$ cat src/rtl/seq_bin2bcd.sv
// seq_bin2bcd: sequential double-dabble binary-to-BCD converter, one shift per clock.
// Define BCD_SATURATE_EN to force an overflowed result to all nines instead of truncating.
module seq_bin2bcd #(
  parameter int WIDTH  = 30,
  parameter int DIGITS = 9
) (
  input  logic                  clk,
  input  logic                  rst,
  input  logic                  start,
  input  logic [WIDTH-1:0]      bin,
  output logic                  busy,
  output logic                  done,
  output logic [4*DIGITS-1:0]   bcd,
  output logic                  overflow
);
  localparam int CW = $clog2(WIDTH + 1);
  localparam int BW = 4 * DIGITS;
  typedef enum logic [1:0] {IDLE, SHIFT, FINISH} state_t;
  state_t state, state_nx;
  logic [WIDTH-1:0] shreg;
  logic [BW-1:0] work, adj, res;
  logic sticky;
  logic [CW-1:0] cnt;
  genvar d;
  generate
    for (d = 0; d < DIGITS; d++) begin : g_adj
      assign adj[4*d+:4] = (work[4*d+:4] >= 4'd5) ? work[4*d+:4] + 4'd3 : work[4*d+:4];
    end
  endgenerate
`ifdef BCD_SATURATE_EN
  assign res = sticky ? {DIGITS{4'h9}} : work;
`else
  assign res = work;
`endif
  assign busy = (state != IDLE);
  always_comb begin
    state_nx = state;
    state_nx = (state == IDLE && start) ? SHIFT : state_nx;
    state_nx = (state == SHIFT && cnt == CW'(WIDTH - 1)) ? FINISH : state_nx;
    state_nx = (state == FINISH) ? IDLE : state_nx;
  end
  always_ff @(posedge clk or posedge rst)
    if (rst) state <= IDLE;
    else     state <= state_nx;
  // A carry out of the top digit means the value no longer fits in DIGITS digits.
  always_ff @(posedge clk or posedge rst) begin
    if (rst) begin
      shreg    <= '0;
      work     <= '0;
      sticky   <= 1'b0;
      cnt      <= '0;
      done     <= 1'b0;
      bcd      <= '0;
      overflow <= 1'b0;
    end else begin
      done <= (state == FINISH);
      if (state == IDLE && start) begin
        shreg  <= bin;
        work   <= '0;
        sticky <= 1'b0;
        cnt    <= '0;
      end
      if (state == SHIFT) begin
        {work, shreg} <= {adj[BW-2:0], shreg, 1'b0};
        sticky        <= sticky | adj[BW-1];
        cnt           <= cnt + 1'b1;
      end
      if (state == FINISH) begin
        bcd      <= res;
        overflow <= sticky;
      end
    end
  end
endmodule

$ cat config.mk
export PLATFORM = sky130hd
export DESIGN_NAME = seq_bin2bcd
export DESIGN_NICKNAME = d
export VERILOG_FILES = /design/src/rtl/seq_bin2bcd.sv
export SDC_FILE = /design/constraint.sdc
export NUM_CORES = 1
export LEC_CHECK = 0
export CAP_MARGIN = 10
export CORE_ASPECT_RATIO = 2
export CORE_MARGIN = 2
export CORE_UTILIZATION = 45
export CTS_CLUSTER_SIZE = 10
export DETAILED_ROUTE_END_ITERATION = 8
export PLACE_DENSITY = 0.72
export REMOVE_ABC_BUFFERS = 1
export SETUP_SLACK_MARGIN = 0.5
export SYNTH_ARGS = -nofsm -noshare
export SYNTH_HDL_FRONTEND = slang
export SYNTH_SLANG_ARGS = --single-unit
export TNS_END_PERCENT = 30
$ cat constraint.sdc
create_clock -name clk -period 9.9 [get_ports clk]
set_input_delay 1.485 -clock clk [delete_from_list [all_inputs] [get_ports clk]]
set_output_delay 1.485 -clock clk [all_outputs]
set_load 0.005 [all_outputs]
==> flow_summary.json, run 1 <==
{
  "synth_area_sq_um": 5024,
  "post_drt_wl_per_cell_um": 15.86,
  "cts_tree": "done",
  "core_area_sq_um": 10880,
  "synthTopCellsByCount": "112 x dfrtp_1, 59 x nor2_1, 41 x o22ai_1, 37 x mux2_2, 21 x inv_1",
  "clk_pin_slew_ns": 0.07,
  "critical_path.endpoint_type": "output pin",
  "placed_area_sq_um": 5824,
  "skew_ns": 0.007511,
  "finalCritPeriodShare": 0.3113,
  "final_nets": 548,
  "rsz0062_at_grt": "no",
  "postRouteAntennaNets": 0,
  "r2r_setup_slack_ns": 7.54,
  "grt_pass1_vias": 3639,
  "htreeDepth": 3,
  "seq_area_frac_synth": 0.5579,
  "synthFlopType": "dfrtp_1",
  "worstMarginPinSlew_ns": 1.085,
  "cts_buffers": 9,
  "max_slew_margin": 0.2750,
  "n_antenna_cell": 0,
  "ctsHoldBuffers": 0,
  "yosys-top-cells-area": "dfrtp_1 56%, mux2_2 8.3%, o22ai_1 5.1%, ha_1 5.0%, nor2_1 4.4%",
  "io_buffers": 71,
  "rr_endpoint": "res[2]",
  "clock-sinks": 112,
  "hpwlAfterDp_um": 6748,
  "detailedRoute.firstPassIterationCount": 4,
  "arrival_ns": 1.60,
  "post-cts-setup-buffers": 0,
  "place.gp.congestion": 0.7878,
  "setup_tns_ns": 0,
  "fp.dieH_um": 153.4,
  "grt_usage": 0.1812,
  "setup_viol": 0,
  "slowest_stage": "dfrtp_1",
  "leakage_nw": 2.713,
  "cts_resized": 0,
  "root_buffer": "clkbuf_16",
  "hold_path_class": "flop to flop",
  "clk_latency_ns": 0.35,
  "grt.overflow.total": 0,
  "maxCapViolations": 0,
  "grt_pass1_wl_um": 17350,
  "final_area_sq_um": 6132,
  "vias": 3504,
  "synth_edf_count": 0,
  "syn_inst": 434,
  "crit_chain": "or2_2, clkdlybuf4s50_1",
  "rows": 54,
  "power.density_nw_per_um2": 369.5,
  "yosysMostFrequentCell": "dfrtp_1",
  "synth_warnings": 0,
  "antenna_found_initial": 0,
  "fp.dieW_um": 78.71,
  "critPathMaxFanout": 8,
  "synth_cell_types": 31,
  "cts.path.max_buffers": 2,
  "max_stage_delay_ns": 0.47,
  "initial_utilization": 0.4618,
  "critPathCapture": "busy",
  "drv_slew": 0,
  "synth.avg_cell_area_sq_um": 11.58,
  "reg2regPathDepth": 3,
  "synth_seq_cells": 112,
  "outcome": "finished clean",
  "syn_to_final_growth_pct": 22.07,
  "wirelength_um": 10150,
  "fmax_mhz": 324.5,
  "critPathRequiredTime_ns": 8.42,
  "drc": 0,
  "final_hold_viol_count": 0,
  "netlist.area_leader.share": 0.5579,
  "grt_max_degree": 79,
  "peakVddDrop_mv": 0.3351,
  "yosysTopAreaCell": "dfrtp_1",
  "cp-start-kind": "flop",
  "avgViaCountPerCell": 5.475,
  "crit_type": "flop to output pin",
  "async_flop_share": 1.000,
  "io_pins": 72,
  "drtIter0Drc": 185,
  "drive_above_1_share": 0.1220,
  "r2r_start": "state[0]",
  "fp.dieArea_sq_um": 12080,
  "finalCriticalPeriod_ns": 3.081,
  "crit_start": "state[0]"
}
-- worst min-delay path by stage --
stage               cells past startpoint  slack, ns      to  startpoint
floorplan                               2       0.44  sticky      sticky
detailed placement                      2       0.46  sticky      sticky
CTS                                     2       0.48  sticky      sticky
global placement                        2       0.46  sticky      sticky
global route                            2       0.51  res[0]   shreg[29]
finish                                  2       0.47  sticky      sticky
-- per-layer routing --
metal	vias up	global-route usage	wire length (um)
met2	78	0.3211	5591
met4	0	0.07352	229
met3	13	0.04014	370
met1	1743	0.2069	3958
met5	-	0	0
li1	1670	-	-
-- flip-flops by register name, indices dropped and copies added, names as in the netlist --
| name | flops |
|---|---|
| sticky | 1 |
| bcd | 36 |
| done | 1 |
| res | 36 |
| state | 2 |
| shreg | 30 |
| overflow | 1 |
| cnt | 5 |
-- metrics by stage --
stage          cells  setup slack, ns  hold WS, ns  power (mW)    util
2_1_floorplan    410            5.456       0.4429       1.535       -
3_3_place_gp     624            6.640       0.4619       1.853  0.5354
3_5_place_dp     624            6.591       0.4620       1.908  0.5354
4_1_cts          640            6.802       0.4786       2.288  0.5637
5_1_grt          640            6.759       0.5119       2.458  0.5637
6_report         640            6.819       0.4728       2.266  0.5637
-- layout make-up --
| type | count | area [sq um] |
|---|---|---|
| Fill cell | 945 | 4746 |
| Sequential cell | 112 | 2803 |
| Inverter | 21 | 81.33 |
| Multi-Input combinational cell | 277 | 2032 |
| Clock inverter | 4 | 51.30 |
| Tap cell | 140 | 175.2 |
| Clock buffer | 12 | 256.5 |
| Timing Repair Buffer | 74 | 733.2 |
-- worst max-delay path, delay by kind of cell, from the launching register on --
family / cells / cell delay [ns]
buffers and inverters: 1 / 0.44
flip-flops: 1 / 0.47
AND/OR/NAND/NOR: 1 / 0.33
-- cells by family (layout without fill, tap and decap cells) --
kind of cell / Yosys count / count (layout) / synth area share
flip-flops: 112 / 112 / 0.5579
buffers and inverters: 45 / 111 / 0.04010
adder cells (fa/ha/maj): 20 / 20 / 0.04981
AO/OA/AOI/OAI: 104 / 104 / 0.1397
AND/OR/NAND/NOR: 91 / 91 / 0.08369
multiplexers: 46 / 46 / 0.1009
XOR/XNOR: 16 / 16 / 0.02790
-- power breakdown --
group / internal [mW] / switching (mW) / total, mW
combinational: 0.514 / 0.537 / 1.05
clock: 0.211 / 0.160 / 0.370
sequential: 0.680 / 0.165 / 0.845
-- placed cells by master, fill, tap and decap left out --
cell and instances:
xnor2_1 9, xor2_1 7, inv_6 1, nor2_1 58, clkbuf_8 2, nand2_8 1, mux2i_1 9, nor2b_2 1
clkinvlp_4 1, buf_4 3, a21oi_1 13, o32ai_1 4, mux2_2 37, nand4_1 2, nand2b_2 1, or3b_1 1
inv_4 1, bufinv_16 1, clkdlybuf4s50_1 71, ha_1 20, dfrtp_1 112, nor3b_1 5, inv_1 20, o21ai_0 14
a22o_1 10, nand2_1 8, clkbuf_16 9, o22ai_1 41, a21boi_0 1, nand2b_1 9, a32o_1 9, nand3_1 3
clkinv_2 1, clkbuf_1 1, or2_2 1, a22oi_1 1, o31ai_1 11, nor2_4 1
No activity file was read; power rests on OpenSTA's default activity.
==> run 2, diff against run 1 <==
- PLACE_DENSITY: 0.72 -> 0.75
- clock period: 9.9 -> 2.5 ns (I/O delays scaled with it)
==> flow_summary.json, run 2 (synthesis gave the netlist of run 1 again) <==
{
  "vias": 3572,
  "clock-sinks": 112,
  "met1_usage": 0.2101,
  "rows": 54,
  "grt_usage": 0.1820,
  "clk_latency_ns": 0.35,
  "critPathMaxFanout": 7,
  "nFillCells": 919,
  "final_nets": 554,
  "final_hold_viol_count": 0,
  "leakage_nw": 2.742,
  "antenna_found_initial": 0,
  "fp.dieArea_sq_um": 12080,
  "initial_utilization": 0.4618,
  "hold_path_class": "input pin to asynchronous set/reset pin",
  "drv_slew": 0,
  "core_area_sq_um": 10880,
  "cts_tree": "done",
  "outcome": "finished clean",
  "critPathRequiredTime_ns": 2.12,
  "drtIter0Drc": 183,
  "hpwlAfterDp_um": 7106,
  "grt_pass1_wl_um": 17490,
  "finalCritPeriodShare": 0.7791,
  "worstMarginPinSlew_ns": 1.033,
  "skew_ns": 0.009143,
  "grt.overflow.total": 0,
  "root_buffer": "clkbuf_16",
  "rsz0062_at_grt": "no",
  "avgViaCountPerCell": 5.529,
  "detailedRoute.firstPassIterationCount": 4,
  "ctsHoldBuffers": 0,
  "fin_util": 0.5680,
  "grt_max_degree": 55,
  "arrival_ns": 1.57,
  "fp.dieW_um": 78.71,
  "placed_cells": 629,
  "cts.path.max_buffers": 2,
  "max_slew_margin": 0.3091,
  "maxCapViolations": 0,
  "fp.dieH_um": 153.4,
  "n_antenna_cell": 0,
  "peakVddDrop_mv": 1.150,
  "postRouteAntennaNets": 0,
  "layout.cells.non_filler": 646,
  "post_drt_wl_per_cell_um": 15.85,
  "crit_type": "flop to output pin",
  "setup_viol": 0,
  "io_pins": 72,
  "io_buffers": 71,
  "grt_pass1_vias": 3763,
  "fmax_mhz": 513.4,
  "drive_above_1_share": 0.1344,
  "grt_busiest_layer": "met2",
  "cp-start-kind": "flop",
  "finalCriticalPeriod_ns": 1.948,
  "clk_pin_slew_ns": 0.07,
  "power.density_nw_per_um2": 1450,
  "drc": 0,
  "critical_path.endpoint_type": "output pin",
  "htreeDepth": 3,
  "mostFrequentLayoutCells": "111 x dfrtp_1, 71 x clkdlybuf4s50_1, 58 x nor2_1",
  "cts_buffers": 9,
  "wirelength_um": 10240,
  "use_met3": 0.03542,
  "syn_to_final_growth_pct": 22.99,
  "place.gp.congestion": 0.7431,
  "layout.cells.most_common": "dfrtp_1",
  "met2_usage": 0.3252
}
[run 2: where the power goes]
part	switching (mW)	internal [mW]	total, mW
Clock	0.651	0.711	1.36
Combinational	2.16	2.09	4.25
Sequential	0.653	2.69	3.35
[run 2: timing repair]
item / 4_1_cts / 5_1_grt
gates resized for setup: 0 / 1
buffers inserted: 0 / 1
endpoints found under the setup margin: 0 / 1
[run 2: cell type report]
cell class / instances / area, sq um / share of cell area
clock buffers: 11 / 242.7 / 0.03929
clock inverters: 5 / 40.04 / 0.006480
inverters: 21 / 81.33 / 0.01316
multi-input cells: 277 / 2032 / 0.3289
flip-flops and latches: 112 / 2804 / 0.4538
well taps: 140 / 175.2 / 0.02835
repair buffers: 80 / 803.3 / 0.1300
[run 2: metrics by stage]
| step | hold WS (ns) | setup WS (ns) | power [mW] | area [sq um] | TNS [ns] |
|---|---|---|---|---|---|
| floorplan | 0.4429 | -0.8340 | 6.080 | 4901 | -96.60 |
| global placement | 0.4561 | 0.4271 | 7.376 | 5887 | 0 |
| detailed placement | 0.4669 | 0.3738 | 7.635 | 5887 | 0 |
| CTS | 0.4597 | 0.5034 | 9.019 | 6170 | 0 |
| global route | 0.4896 | 0.5110 | 9.664 | 6178 | 0 |
| finish | 0.4326 | 0.5522 | 8.957 | 6178 | 0 |
[run 2: worst max-delay path, stage by stage, from the launching register on]
cell	delay, ns
dfrtp_2	0.46
or2_2	0.32
clkdlybuf4s50_1	0.45
[run 2: metal layers]
metal | routed length [um] | vias to the layer above
met4 | 178 | 0
met3 | 354 | 15
met2 | 5675 | 74
met1 | 4030 | 1806
met5 | 0 | -
li1 | - | 1677
[run 2: worst paths after layout]
kind,from,to,slack (ns),cells after the start
max,state[0],busy,0.55,2
min in group clk,shreg[29],shreg[29],0.48,2
max in group asynchronous,rst,state[0],1.43,3
min reg2reg,shreg[29],shreg[29],0.48,2
max reg2reg,state[0],res[3],0.59,5
min,rst,bcd[22],0.43,2
